### config.mk
export PLATFORM = sky130hd
export DESIGN_NAME = mem_port_arbiter
export DESIGN_NICKNAME = d
export VERILOG_FILES = /design/src/rtl/mem_port_arbiter.sv
export SDC_FILE = /design/constraint.sdc
export NUM_CORES = 1
export LEC_CHECK = 0
export CELL_PAD_IN_SITES_DETAIL_PLACEMENT = 1
export CELL_PAD_IN_SITES_GLOBAL_PLACEMENT = 2
export CORE_UTILIZATION = 23
export DETAILED_ROUTE_END_ITERATION = 7
export MAX_ROUTING_LAYER = met4
export PLACE_DENSITY_LB_ADDON = 0.1
export SETUP_SLACK_MARGIN = 0.4
export SLEW_MARGIN = 20
export SYNTH_ARGS = -nofsm -noshare
export SYNTH_HDL_FRONTEND = slang
export SYNTH_SLANG_ARGS = --single-unit
### constraint.sdc
create_clock -name clk -period 3.85 [get_ports clk]
set_clock_uncertainty 0.05 [all_clocks]
set_input_delay 0.9625 -clock clk [delete_from_list [all_inputs] [get_ports clk]]
set_output_delay 0.9625 -clock clk [all_outputs]
set_load 0.02 [all_outputs]
### src/rtl/mem_port_arbiter.sv
// mem_port_arbiter: shares one single-port memory between fetch,
// load/store and debug; one transaction in flight, debug first.
module mem_port_arbiter #(
   parameter int AW      = 16,
   parameter int DW      = 32,
   parameter int MEM_LAT = 1
) (
   input  logic            clk,
   input  logic            reset,
   input  logic [2:0]      req,
   input  logic [2:0]      we,
   input  logic [3*AW-1:0] addr,
   input  logic [3*DW-1:0] wdata,
   output logic [2:0]      gnt,
   output logic [2:0]      done,
   output logic [DW-1:0]   rdata,
   output logic            busy,
   output logic            mem_en,
   output logic            mem_we,
   output logic [AW-1:0]   mem_addr,
   output logic [DW-1:0]   mem_wdata,
   input  logic [DW-1:0]   mem_rdata
);

   if (MEM_LAT < 1 || MEM_LAT > 7) begin : g_lat_check
      $error("mem_port_arbiter: MEM_LAT must be in 1..7");
   end

   localparam logic [2:0] LAT = 3'(MEM_LAT);

   typedef enum logic [1:0] {
      IDLE,
      ACCESS,
      WAIT,
      DONE
   } state_t;

   state_t     state;
   logic [2:0] cnt;
   logic [1:0] win;
   logic       win_we;
   logic       rr_last;

   logic          arb;
   logic [1:0]    pick;
   logic          pick_we;
   logic [AW-1:0] pick_addr;
   logic [DW-1:0] pick_wdata;

   assign arb  = (state == IDLE || state == DONE) && (req != 3'b000);
   assign busy = (state != IDLE);

   // Debug always wins; a fetch/load-store tie goes to the port not served last.
   always_comb begin
      pick = 2'd0;
      priority case (1'b1)
         req[2]:           pick = 2'd2;
         req[1] && req[0]: pick = rr_last ? 2'd0 : 2'd1;
         req[1]:           pick = 2'd1;
         default:          pick = 2'd0;
      endcase
   end

   always_comb begin
      pick_we    = 1'b0;
      pick_addr  = '0;
      pick_wdata = '0;
      unique case (pick)
         2'd2: begin
            pick_we    = we[2];
            pick_addr  = addr[2*AW +: AW];
            pick_wdata = wdata[2*DW +: DW];
         end
         2'd1: begin
            pick_we    = we[1];
            pick_addr  = addr[1*AW +: AW];
            pick_wdata = wdata[1*DW +: DW];
         end
         default: begin
            pick_we    = we[0];
            pick_addr  = addr[0 +: AW];
            pick_wdata = wdata[0 +: DW];
         end
      endcase
   end

   always_ff @(posedge clk or posedge reset) begin
      if (reset) begin
         state     <= IDLE;
         cnt       <= '0;
         win       <= '0;
         win_we    <= 1'b0;
         rr_last   <= 1'b1;
         gnt       <= '0;
         done      <= '0;
         rdata     <= '0;
         mem_en    <= 1'b0;
         mem_we    <= 1'b0;
         mem_addr  <= '0;
         mem_wdata <= '0;
      end else begin
         gnt    <= 3'b000;
         done   <= 3'b000;
         mem_en <= 1'b0;
         mem_we <= 1'b0;
         unique case (state)
            IDLE, DONE: begin
               if (arb) begin
                  state     <= ACCESS;
                  win       <= pick;
                  win_we    <= pick_we;
                  mem_addr  <= pick_addr;
                  mem_wdata <= pick_wdata;
                  gnt       <= 3'b001 << pick;
                  mem_en    <= 1'b1;
                  mem_we    <= pick_we;
                  if (pick != 2'd2) rr_last <= pick[0];
               end else begin
                  state <= IDLE;
               end
            end
            ACCESS: begin
               state <= WAIT;
               cnt   <= 3'd1;
            end
            WAIT: begin
               if (cnt == LAT) begin
                  state <= DONE;
                  done  <= 3'b001 << win;
                  if (!win_we) rdata <= mem_rdata;
               end else begin
                  cnt <= cnt + 3'd1;
               end
            end
            default: state <= IDLE;
         endcase
      end
   end

endmodule

; Word level (Yosys, flattened, before mapping)
; Cells that the tools add are included.
[classes]
addsub = 1
multipliers = 0
div = 0
n_lt_le_gt_ge = 0
eq_ne = 9
shifts = 2
n_mux = 20
n_bitwise = 1
n_reduce_logical = 12
[ops]
columns = op, n
row1 = one-hot mux 32 bit (2 select lines), 1
row2 = one-hot mux 16 bit (2 select lines), 1
row3 = 2-to-1 mux 3 bit, 5
row4 = 2-to-1 mux 1 bit, 8
row5 = == test 2 bit (second input constant), 3
row6 = inequality test 2 bit (second input constant), 3
row7 = one-hot mux 2 bit (3 select lines), 1
row8 = one-hot mux 3 bit (2 select lines), 1
row9 = AND reduction 3 bit, 2
row10 = left shift 1 x 2 -> 3 bit (first input constant), 2
row11 = == test 2 x 1 -> 1 bit (second input constant), 2
row12 = 2-to-1 mux 2 bit, 2
row13 = AND reduction 2 bit, 2
row14 = nonzero test 2 bit, 2
row15 = adder 3 x 1 -> 3 bit (second input constant), 1
row16 = == test 3 x 1 -> 1 bit (second input constant), 1
row17 = nonzero test 3 bit, 1
row18 = logical AND 1 bit, 2
row19 = zero test 2 bit, 1
row20 = one-hot mux 1 bit (2 select lines), 1
row21 = OR reduction 2 bit, 1
row22 = logical OR 1 bit, 1
row23 = inverter 1 bit, 1
[word_totals]
regBits = 97
latchBits = 0
mem_bits_rw = 0
mem_bits_ro = 0
input_bits = 184
out_inout_bits = 89
wordCells = 57
mem_count = 0

; Longest topological paths before layout
; Gate-level depths: netlist (run 1).
[depth]
ltp_word = 7
mapped_depth = 7
mapped_depth_nobuf = 5

; Least setup slack after synthesis (run 1)
; Ideal clock, no wire load.
[synth_path]
path_kind = input port to flip-flop
startpoint = in req[2]
endpoint = reg mem_addr[0]
setup_time_ps = 132
arrival_ps = 1996
required_ps = 3668
path_slack_ps = 1671
path_stages = 7
n_path_buf = 4
cell_sequence = buf_6 > or3_1 > buf_4 > nand2b_4 > buf_12 > buf_6 > o41ai_2
[synth_between]
elab_chain_cells = 3
elab_cells_between_ends = 7
cone_classes = 2 x eq/ne / 2 x mux / 3 x reduce/logical
[synth_lines]
columns = element, line_no
row1 = start: declaration, 10  ; input logic [2:0] req,
row2 = 2-to-1 mux 2 bit / nonzero test 3 bit (equally long branches), "56, 50"
row3 = == test 2 x 1 -> 1 bit (tied with other cells), 68  ; unique case (pick)
row4 = one-hot mux 16 bit (2 select lines) / AND reduction 2 bit (equally long branches), n/a
row5 = end signal: assignment, 112  ; mem_addr <= pick_addr;
row6 = end: declaration, 20  ; output logic [AW-1:0] mem_addr,
; Parallel ways exist; a longest one is shown, timed or not.
; A chain may end at the register's enable or synchronous reset.

; Final worst setup path (run 1)
[layout_path]
startpoint = in req[0]
endpoint = reg mem_wdata[13]
[layout_between]
elab_chain_cells = 5
elab_cells_between_ends = 9
cone_classes = 2 x eq/ne / 3 x mux / 4 x reduce/logical
[layout_lines]
columns = element, line_no
row1 = logical AND 1 bit, 58  ; req[1] && req[0]: pick = rr_last ? 2'd0 : 2'd1;
row2 = 2-to-1 mux 1 bit, 56  ; priority case (1'b1)
row3 = 2-to-1 mux 2 bit, 56
row4 = == test 2 x 1 -> 1 bit / == test 2 bit (equally long branches), 68
row5 = one-hot mux 32 bit (2 select lines), 68
row6 = end signal: assignment, 113  ; mem_wdata <= pick_wdata;
row7 = end: declaration, 21  ; output logic [DW-1:0] mem_wdata,
; Parallel ways exist; a longest one is shown, timed or not.

==> run metrics, run 1 <==
dpl cells=987; Hold/Removal Path Class=reg2reg; port bufs=272; clk slew on worst S/H paths=0.07 ns; ANT cells=0; critical path type=in2reg; final hold vios=0; crit path capture type=flip-flop; Static Leak=3.26 nW; Die Wd=151 um; Slew HR=49.5%; first-pass GRT wire length=29.9 mm; CTS tree=done; H-tree Lvls=3; Die Ht=151 um; detailed placer's ending HPWL=14.2 mm; P per Cell Area=775 nW/um^2; outcome=completed; CTS Hold Bufs=0; Routed WL=19.4 mm; CTS max path bufs=2; distinct cell type count after synthesis=41; vias in the first global route=5,345; WHS=0.441 ns; largest net degree at the start of global routing=77; Final GP Congestion=0.761; WL met3=1.39 mm; Max-cap violations=0; crit-path max FO=31; core area=21,800 sq um; CTS buffer count=9; Slew @ Worst Pin=0.755 ns; Post-CTS Setup Bufs=0; data arrival time of the critical path=3.15 ns; GRT Resource Usage Total=17.9%; most common cell after layout, fill and taps aside=clkdlybuf4s50_1; Remaining DRCs=0; antenna violations before repair=0; top layer in use=met4; synthesized net count=655; DR WL/cell=19.4 um; post-layout min period=2.96 ns; Final Non-Filler Cells=1,002; WP data required=4.04 ns; Syn-to-layout area delta=64.1%; die area=22,800 sq um; global route overflow=0; layout cell share with drive strength beyond 1=14.3%; post_cts resized=0; post-synthesis sequential area ratio=47.5%; ys async rst share=100%; setup TNS=0 ns; EDFF count, synth=0; achievable clock frequency=0.338 GHz; number of iterations in the first detailed-routing pass=4; Antenna Violating Nets Remaining=0; Layout Nets=907; vias=4,822; Critical Path Start Type=input port; unrepaired setup endpoints after global routing=false; FP Rows=54; Ys Warns=0; Metal-1 WL=8.60 mm; Clk Latency, worst-skew pair=0.35 ns; clock sinks=97; Yosys reg bits=97; vias per cell=4.81; met2 WL=9.08 mm; Post-Syn Instances=466; main flop type after synthesis=dfrtp_1; period utilization=77.0%; Starting Density=23.4%; clock root buffer=clkbuf_16; Final Max Slew Viols=0; Mapped Avg Cell Area=11.0 sq um; Netlist Area Pre-Place=5110 sq um; most frequent cells in the layout=clkdlybuf4s50_1 (271), dfrtp_1 (96), nor3_1 (82); Final Setup Violations=0; DRT iter0 DRCs=118; Max IR drop VDD=621 uV; Ports=273
==> kinds of logic after synthesis <==
group           Yosys count  share of synthesized area [%]
simple gates            150                           16.4
flops                    97                           47.5
buf+inv                  61                           5.94
mux                      35                           7.66
fa+ha+maj                 5                           1.22
compound gates          118                           21.3
==> cell type report <==
cell class | count | area [sq um]
inverter | 15 | 62.6
sequential | 97 | 2430
fill | 2382 | 13400
clock buffer | 9 | 225
multi-input combinational | 308 | 2400
clock inverter | 6 | 67.6
tap | 280 | 350
timing repair buffer | 287 | 2860
==> sequential cells by signal, indices dropped and copies added (netlist names), 2 cells and up <==
register   count
cnt            3
done           3
gnt            3
mem_addr      16
mem_wdata     32
rdata         32
state          2
win            2
==> through the flow <==
| stage | area (sq um) | setup slack (ns) | power [W] | utilization (%) |
|---|---|---|---|---|
| 5_1_grt | 8390 | 0.768 | 0.00698 | 38.5 |
| 3_5_place_dp | 8100 | 0.495 | 0.00569 | 37.1 |
| 6_report | 8390 | 0.887 | 0.00650 | 38.5 |
| 4_1_cts | 8390 | 0.875 | 0.00664 | 38.5 |
| 3_3_place_gp | 8100 | 0.582 | 0.00559 | 37.1 |
| 2_1_floorplan | 5120 | 1.67 | 0.00411 | - |
==> cells in the mapped netlist, types with 4 or more instances <==
cell / instances / area (sq um)
clkbuf_1: 29 / 109
nor3b_1: 10 / 75.1
o311ai_0: 8 / 70.1
nor2b_1: 42 / 263
a21oi_1: 9 / 45.0
o41ai_1: 5 / 43.8
inv_1: 14 / 52.6
nor3_1: 83 / 415
mux2_1: 4 / 45.0
buf_6: 4 / 45.0
o22a_1: 8 / 70.1
mux2_2: 29 / 327
buf_2: 9 / 45.0
o21ai_0: 43 / 215
ha_1: 5 / 62.6
dfrtp_1: 96 / 2400
o41ai_2: 34 / 553
==> worst max-delay path, cell delays in order <==
cell and delay (ns):
clkdlybuf4s50_1 0.65, or3_1 0.41, nand2b_4 0.40, buf_4 0.35, o41ai_2 0.36
==> path summary, 6_finish.rpt <==
path / endpoint / slack, ns / cells past startpoint / start
worst max-delay path: mem_wdata[13] / 0.89 / 5 / req[0]
worst min-delay path: rdata[5] / 0.44 / 1 / rdata[5]
worst max register to register: rdata[11] / 1.76 / 6 / state[0]
worst min register to register: rdata[5] / 0.44 / 1 / rdata[5]
max in group asynchronous: rdata[0] / 1.97 / 3 / reset
min in group asynchronous: rdata[30] / 1.05 / 2 / reset
==> per-layer routing <==
metal | vias up | GRT usage [%]
li1 | 2220 | -
met1 | 2393 | 22.1
met2 | 189 | 28.7
met3 | 20 | 4.49
met4 | 0 | 5.15
met5 | - | -
==> report_power, final <==
group	leakage (nW)	switching, W	internal (W)
sequential	1.16	0.000281	0.00155
clock	0.138	0.000410	0.000503
combinational	1.96	0.00191	0.00185
Power figures use the tool's default switching activity.
==> inputs of run 2 (changes only) <==
--- a/config.mk
+++ b/config.mk
@@ -7,7 +7,7 @@
 export LEC_CHECK = 0
 export CELL_PAD_IN_SITES_DETAIL_PLACEMENT = 1
 export CELL_PAD_IN_SITES_GLOBAL_PLACEMENT = 2
-export CORE_UTILIZATION = 23
+export CORE_UTILIZATION = 21
 export DETAILED_ROUTE_END_ITERATION = 7
 export MAX_ROUTING_LAYER = met4
 export PLACE_DENSITY_LB_ADDON = 0.1
==> constraint.sdc (replaced) <==
create_clock -name clk -period 2.59 [get_ports clk]
set_clock_uncertainty 0.05 [all_clocks]
set_input_delay 0.6475 -clock clk [delete_from_list [all_inputs] [get_ports clk]]
set_output_delay 0.6475 -clock clk [all_outputs]
set_load 0.02 [all_outputs]
==> run metrics, run 2 (synthesized netlist as in run 1, its figures left out) <==
outcome=completed; WP data required=1.89 ns; unrepaired setup endpoints after global routing=false; CTS buffer count=9; vias=4,787; Sw Pwr=0.00398 W; largest net degree at the start of global routing=81; Syn-to-layout area delta=67.3%; Antenna Violating Nets Remaining=0; setup TNS=0 ns; period utilization=80.2%; DRT iter0 DRCs=102; Die Wd=158 um; vias in the first global route=5,311; Hold/Removal Path Class=reg2reg; most frequent cells in the layout=clkdlybuf4s50_1 (270), dfrtp_1 (96), nor3_1 (82); port bufs=272; clock root buffer=clkbuf_16; FP Rows=56; internal power=0.00592 W; post-layout min period=2.08 ns; Ports=273; Max-cap violations=0; Starting Density=21.6%; crit path capture type=output port; Die Ht=158 um; CTS tree=done; Seq pwr share=27.4%; vias per cell=4.58; CTS Hold Bufs=0; Critical Path Start Type=flip-flop; antenna violations before repair=0; global route hottest layer=met2; GRT Resource Usage Total=16.3%; layout cell share with drive strength beyond 1=14.7%; Gate power share=59.2%; Static Leak=3.31 nW; Max IR drop VDD=460 uV; clock sinks=97; Final Cell Area=8560 sq um; most common cell after layout, fill and taps aside=clkdlybuf4s50_1; Final Max Slew Viols=0; global route overflow=0; Layout Nets=911; Final GP Congestion=0.748; Remaining DRCs=0; clk slew on worst S/H paths=0.08 ns; Net Sw Frac=40.2%; top flop regs=mem_wdata x32, rdata x32, mem_addr x16; critical path type=reg2out; Post-CTS Setup Bufs=0; met1 usage=19.3%; final hold vios=0; data arrival time of the critical path=1.38 ns; H-tree Lvls=3; detailed placer's ending HPWL=14.6 mm; crit-path max FO=3; achievable clock frequency=0.482 GHz; Slew HR=64.7%; clock share of power=13.4%; DR WL/cell=19.1 um; Clk Latency, worst-skew pair=0.35 ns; Routed WL=19.9 mm; P per Cell Area=1160 nW/um^2; Final Setup Violations=0; die area=25,000 sq um; CTS max path bufs=2; number of iterations in the first detailed-routing pass=4; first-pass GRT wire length=29.8 mm; Slew @ Worst Pin=0.529 ns; Placed Area=8280 sq um; ANT cells=0; core area=23,700 sq um; met2 GRT Util=26.6%; met3 usage=5.61%
-- run 2: metrics by stage --
stage,std cells,utilization [%],hold WS [ns],power (W),worst slack [ns]
2_1_floorplan,466,-,0.396,0.00612,0.726
3_3_place_gp,1030,35.0,0.417,0.00859,0.269
3_5_place_dp,1030,35.0,0.429,0.00873,0.221
4_1_cts,1046,36.1,0.446,0.0101,0.468
5_1_grt,1046,36.1,0.462,0.0106,0.421
6_report,1046,36.1,0.441,0.00989,0.514
-- run 2: area by class of cell --
cell class / count / area, sq um
fill: 2628 / 15100
timing repair buffer: 291 / 2990
sequential: 97 / 2430
multi-input combinational: 308 / 2400
tap: 319 / 399
clock buffer: 10 / 229
inverter: 15 / 62.6
clock inverter: 6 / 51.3
-- run 2: final timing paths --
check                               from            end  slack, ns  cells past startpoint
worst min-delay path            rdata[5]       rdata[5]       0.44                      1
worst max register to register  state[0]      rdata[14]       0.58                      6
max in group asynchronous          reset  mem_wdata[10]       1.32                      3
min in group asynchronous          reset      rdata[16]       0.70                      3
worst max-delay path            state[0]           busy       0.51                      4
worst min register to register  rdata[5]       rdata[5]       0.44                      1
-- run 2: power groups by stage --
stage	Clock, W	Combinational, W	Sequential (W)
final	0.00133	0.00585	0.00271
after floorplan	0	0.00260	0.00352
after CTS	0.00139	0.00599	0.00273
after global routing	0.00144	0.00632	0.00281
after global placement	0	0.00588	0.00271
after detailed placement	0	0.00599	0.00274
-- run 2: repair_timing --
action,CTS,global route
endpoints found under the hold margin,0,0
setup endpoints to repair,1,0
resized for setup,1,0
-- run 2: per-layer routing --
metal  share of wire [%]  vias to the layer above
met3                 9.1                       11
met1                  42                     2366
met5                   0                        -
li1                    -                     2232
met2                  48                      178
met4                0.82                        0
-- run 2: worst max-delay path, stage by stage (launching register included) --
cell and delay, ns:
dfrtp_1 0.37, inv_1 0.08, ha_2 0.18, inv_1 0.05, dlygate4sd2_1 0.36
==> inputs of run 3 (changes only) <==
--- a/config.mk
+++ b/config.mk
@@ -7,7 +7,7 @@
 export LEC_CHECK = 0
 export CELL_PAD_IN_SITES_DETAIL_PLACEMENT = 1
 export CELL_PAD_IN_SITES_GLOBAL_PLACEMENT = 2
-export CORE_UTILIZATION = 21
+export CORE_UTILIZATION = 23
 export DETAILED_ROUTE_END_ITERATION = 7
 export MAX_ROUTING_LAYER = met4
 export PLACE_DENSITY_LB_ADDON = 0.1
==> constraint.sdc (replaced) <==
create_clock -name clk -period 2 [get_ports clk]
set_clock_uncertainty 0.05 [all_clocks]
set_input_delay 0.5 -clock clk [delete_from_list [all_inputs] [get_ports clk]]
set_output_delay 0.5 -clock clk [all_outputs]
set_load 0.02 [all_outputs]
==> run metrics, run 3 (synthesized netlist as in run 1, its figures left out) <==
WHS=0.436 ns; Die Ht=151 um; Slew HR=72.8%; P per Cell Area=1540 nW/um^2; clk slew on worst S/H paths=0.08 ns; Final Non-Filler Cells=1,053; Final Cell Area=9540 sq um; vias=5,040; final core occ=43.7%; top flop regs=mem_wdata x32, rdata x32, mem_addr x16; Syn-to-layout area delta=86.4%; WP data required=2.19 ns; Final Setup Violations=0; Clk Latency, worst-skew pair=0.35 ns; antenna violations before repair=0; Worst R2R Start=state[0]; GRT Resource Usage Total=18.6%; DRT iter0 DRCs=101; most frequent cells in the layout=clkdlybuf4s50_1 (180), dfrtp_1 (96), nor3_1 (75); vias per cell=4.79; global route overflow=0; Final GP Congestion=0.725; core area=21,800 sq um; DR WL/cell=20.9 um; H-tree Lvls=3; clock share of power=12.1%; detailed placer's ending HPWL=14.2 mm; first-pass GRT wire length=31.0 mm; Hold/Removal Path Class=reg2reg; number of iterations in the first detailed-routing pass=4; outcome=completed; Starting Density=23.4%; crit path capture type=flip-flop; critical path type=reg2reg; R2R setup slack=0.22 ns; CTS tree=done; Slew @ Worst Pin=0.404 ns; CTS Hold Bufs=0; Critical Path Start Type=flip-flop; data arrival time of the critical path=1.97 ns; Placed Area=8360 sq um; Max IR drop VDD=709 uV; R2R Path End=rdata[29]; Final Max Slew Viols=0; clock root buffer=clkbuf_16; Antenna Violating Nets Remaining=0; internal power=0.00867 W; vias in the first global route=5,440; Layout Nets=957; Min-Delay Endpoint=done[0]; CTS max path bufs=2; Static Leak=3.91 nW; crit-path max FO=8; Max-cap violations=0; most common cell after layout, fill and taps aside=clkdlybuf4s50_1; Sw Pwr=0.00602 W; largest net degree at the start of global routing=85; period utilization=89.0%; Ports=273; port bufs=272; post-layout min period=1.78 ns; Remaining DRCs=0; dpl cells=1,001; WHS Path Cells=1; Routed WL=22.0 mm; unrepaired setup endpoints after global routing=true; critical hold path startpoint=win[0]; clock sinks=97; FP Rows=54; ANT cells=0; CTS buffer count=9; final hold vios=0; Worst Reg-to-Reg Cells=6; Gate power share=63.8%; Die Wd=151 um; die area=22,800 sq um; achievable clock frequency=0.562 GHz; Seq pwr share=24.2%; layout cell share with drive strength beyond 1=34.5%; Net Sw Frac=41.0%
==> run 3: changes by cell type in the layout (fill, tap and decap cells not counted), moves of 17 or more <==
cell             previous run  this run
clkdlybuf4s15_2             0        43
clkbuf_2                    0        32
mux2_2                     29         7
mux2_4                      0        23
clkdlybuf4s50_1           270       180
o21ai_0                    43        26
==> run 3: how the worst max path moves through the flow <==
| stage | startpoint | endpoint | slack [ns] | cells after the start |
|---|---|---|---|---|
| floorplan | state[0] | rdata[0] | 0.29 | 6 |
| global route | state[0] | rdata[1] | 0.15 | 6 |
| global placement | req[0] | mem_wdata[11] | -0.18 | 6 |
| finish | state[0] | rdata[29] | 0.22 | 6 |
| detailed placement | req[0] | mem_wdata[11] | -0.26 | 6 |
| CTS | state[0] | rdata[30] | 0.22 | 6 |
==> run 3: repair_timing <==
| item | 4_1_cts | 5_1_grt |
|---|---|---|
| cloned | 6 | 7 |
| pin swaps | 6 | 15 |
| setup endpoints to repair | 175 | 120 |
| gates resized for setup | 248 | 138 |
| buffers inserted | 8 | 15 |
==> run 3: power by group through the flow <==
stage / combinational, W / clock, W / sequential, W
floorplan: 0.00338 / 0 / 0.00456
global placement: 0.00764 / 0 / 0.00351
detailed placement: 0.00778 / 0 / 0.00355
CTS: 0.00809 / 0.00186 / 0.00353
global route: 0.0100 / 0.00192 / 0.00369
finish: 0.00937 / 0.00177 / 0.00355
==> run 3: layer usage <==
layer,track usage (%),up-vias,share of wire [%]
met1,22.5,2514,43
met5,-,-,0
met2,31.7,173,51
met3,3.40,16,5.6
met4,5.00,0,1.3
li1,-,2337,-
==> run 3: stage by stage <==
stage               power [W]  setup slack (ns)  setup TNS [ns]
floorplan             0.00794             0.294               0
global placement       0.0111            -0.175           -7.47
detailed placement     0.0113            -0.256          -10.11
CTS                    0.0135             0.224               0
global route           0.0156             0.151               0
finish                 0.0147             0.221               0
==> run 3: worst max-delay path, cell delays in order (launching register included) <==
cell and delay, ns:
dfrtp_1 0.40, inv_2 0.09, ha_4 0.16, nand3b_1 0.13, nor2_4 0.28, buf_6 0.21, mux2_2 0.34
==> run 3: cell type report <==
class / count / area [sq um]
Fill cell: 2332 / 12300
Tap cell: 280 / 350
Timing Repair Buffer: 336 / 3540
Clock buffer: 10 / 239
Multi-Input combinational cell: 309 / 2850
Clock inverter: 6 / 57.6
Inverter: 15 / 67.6
Sequential cell: 97 / 2430
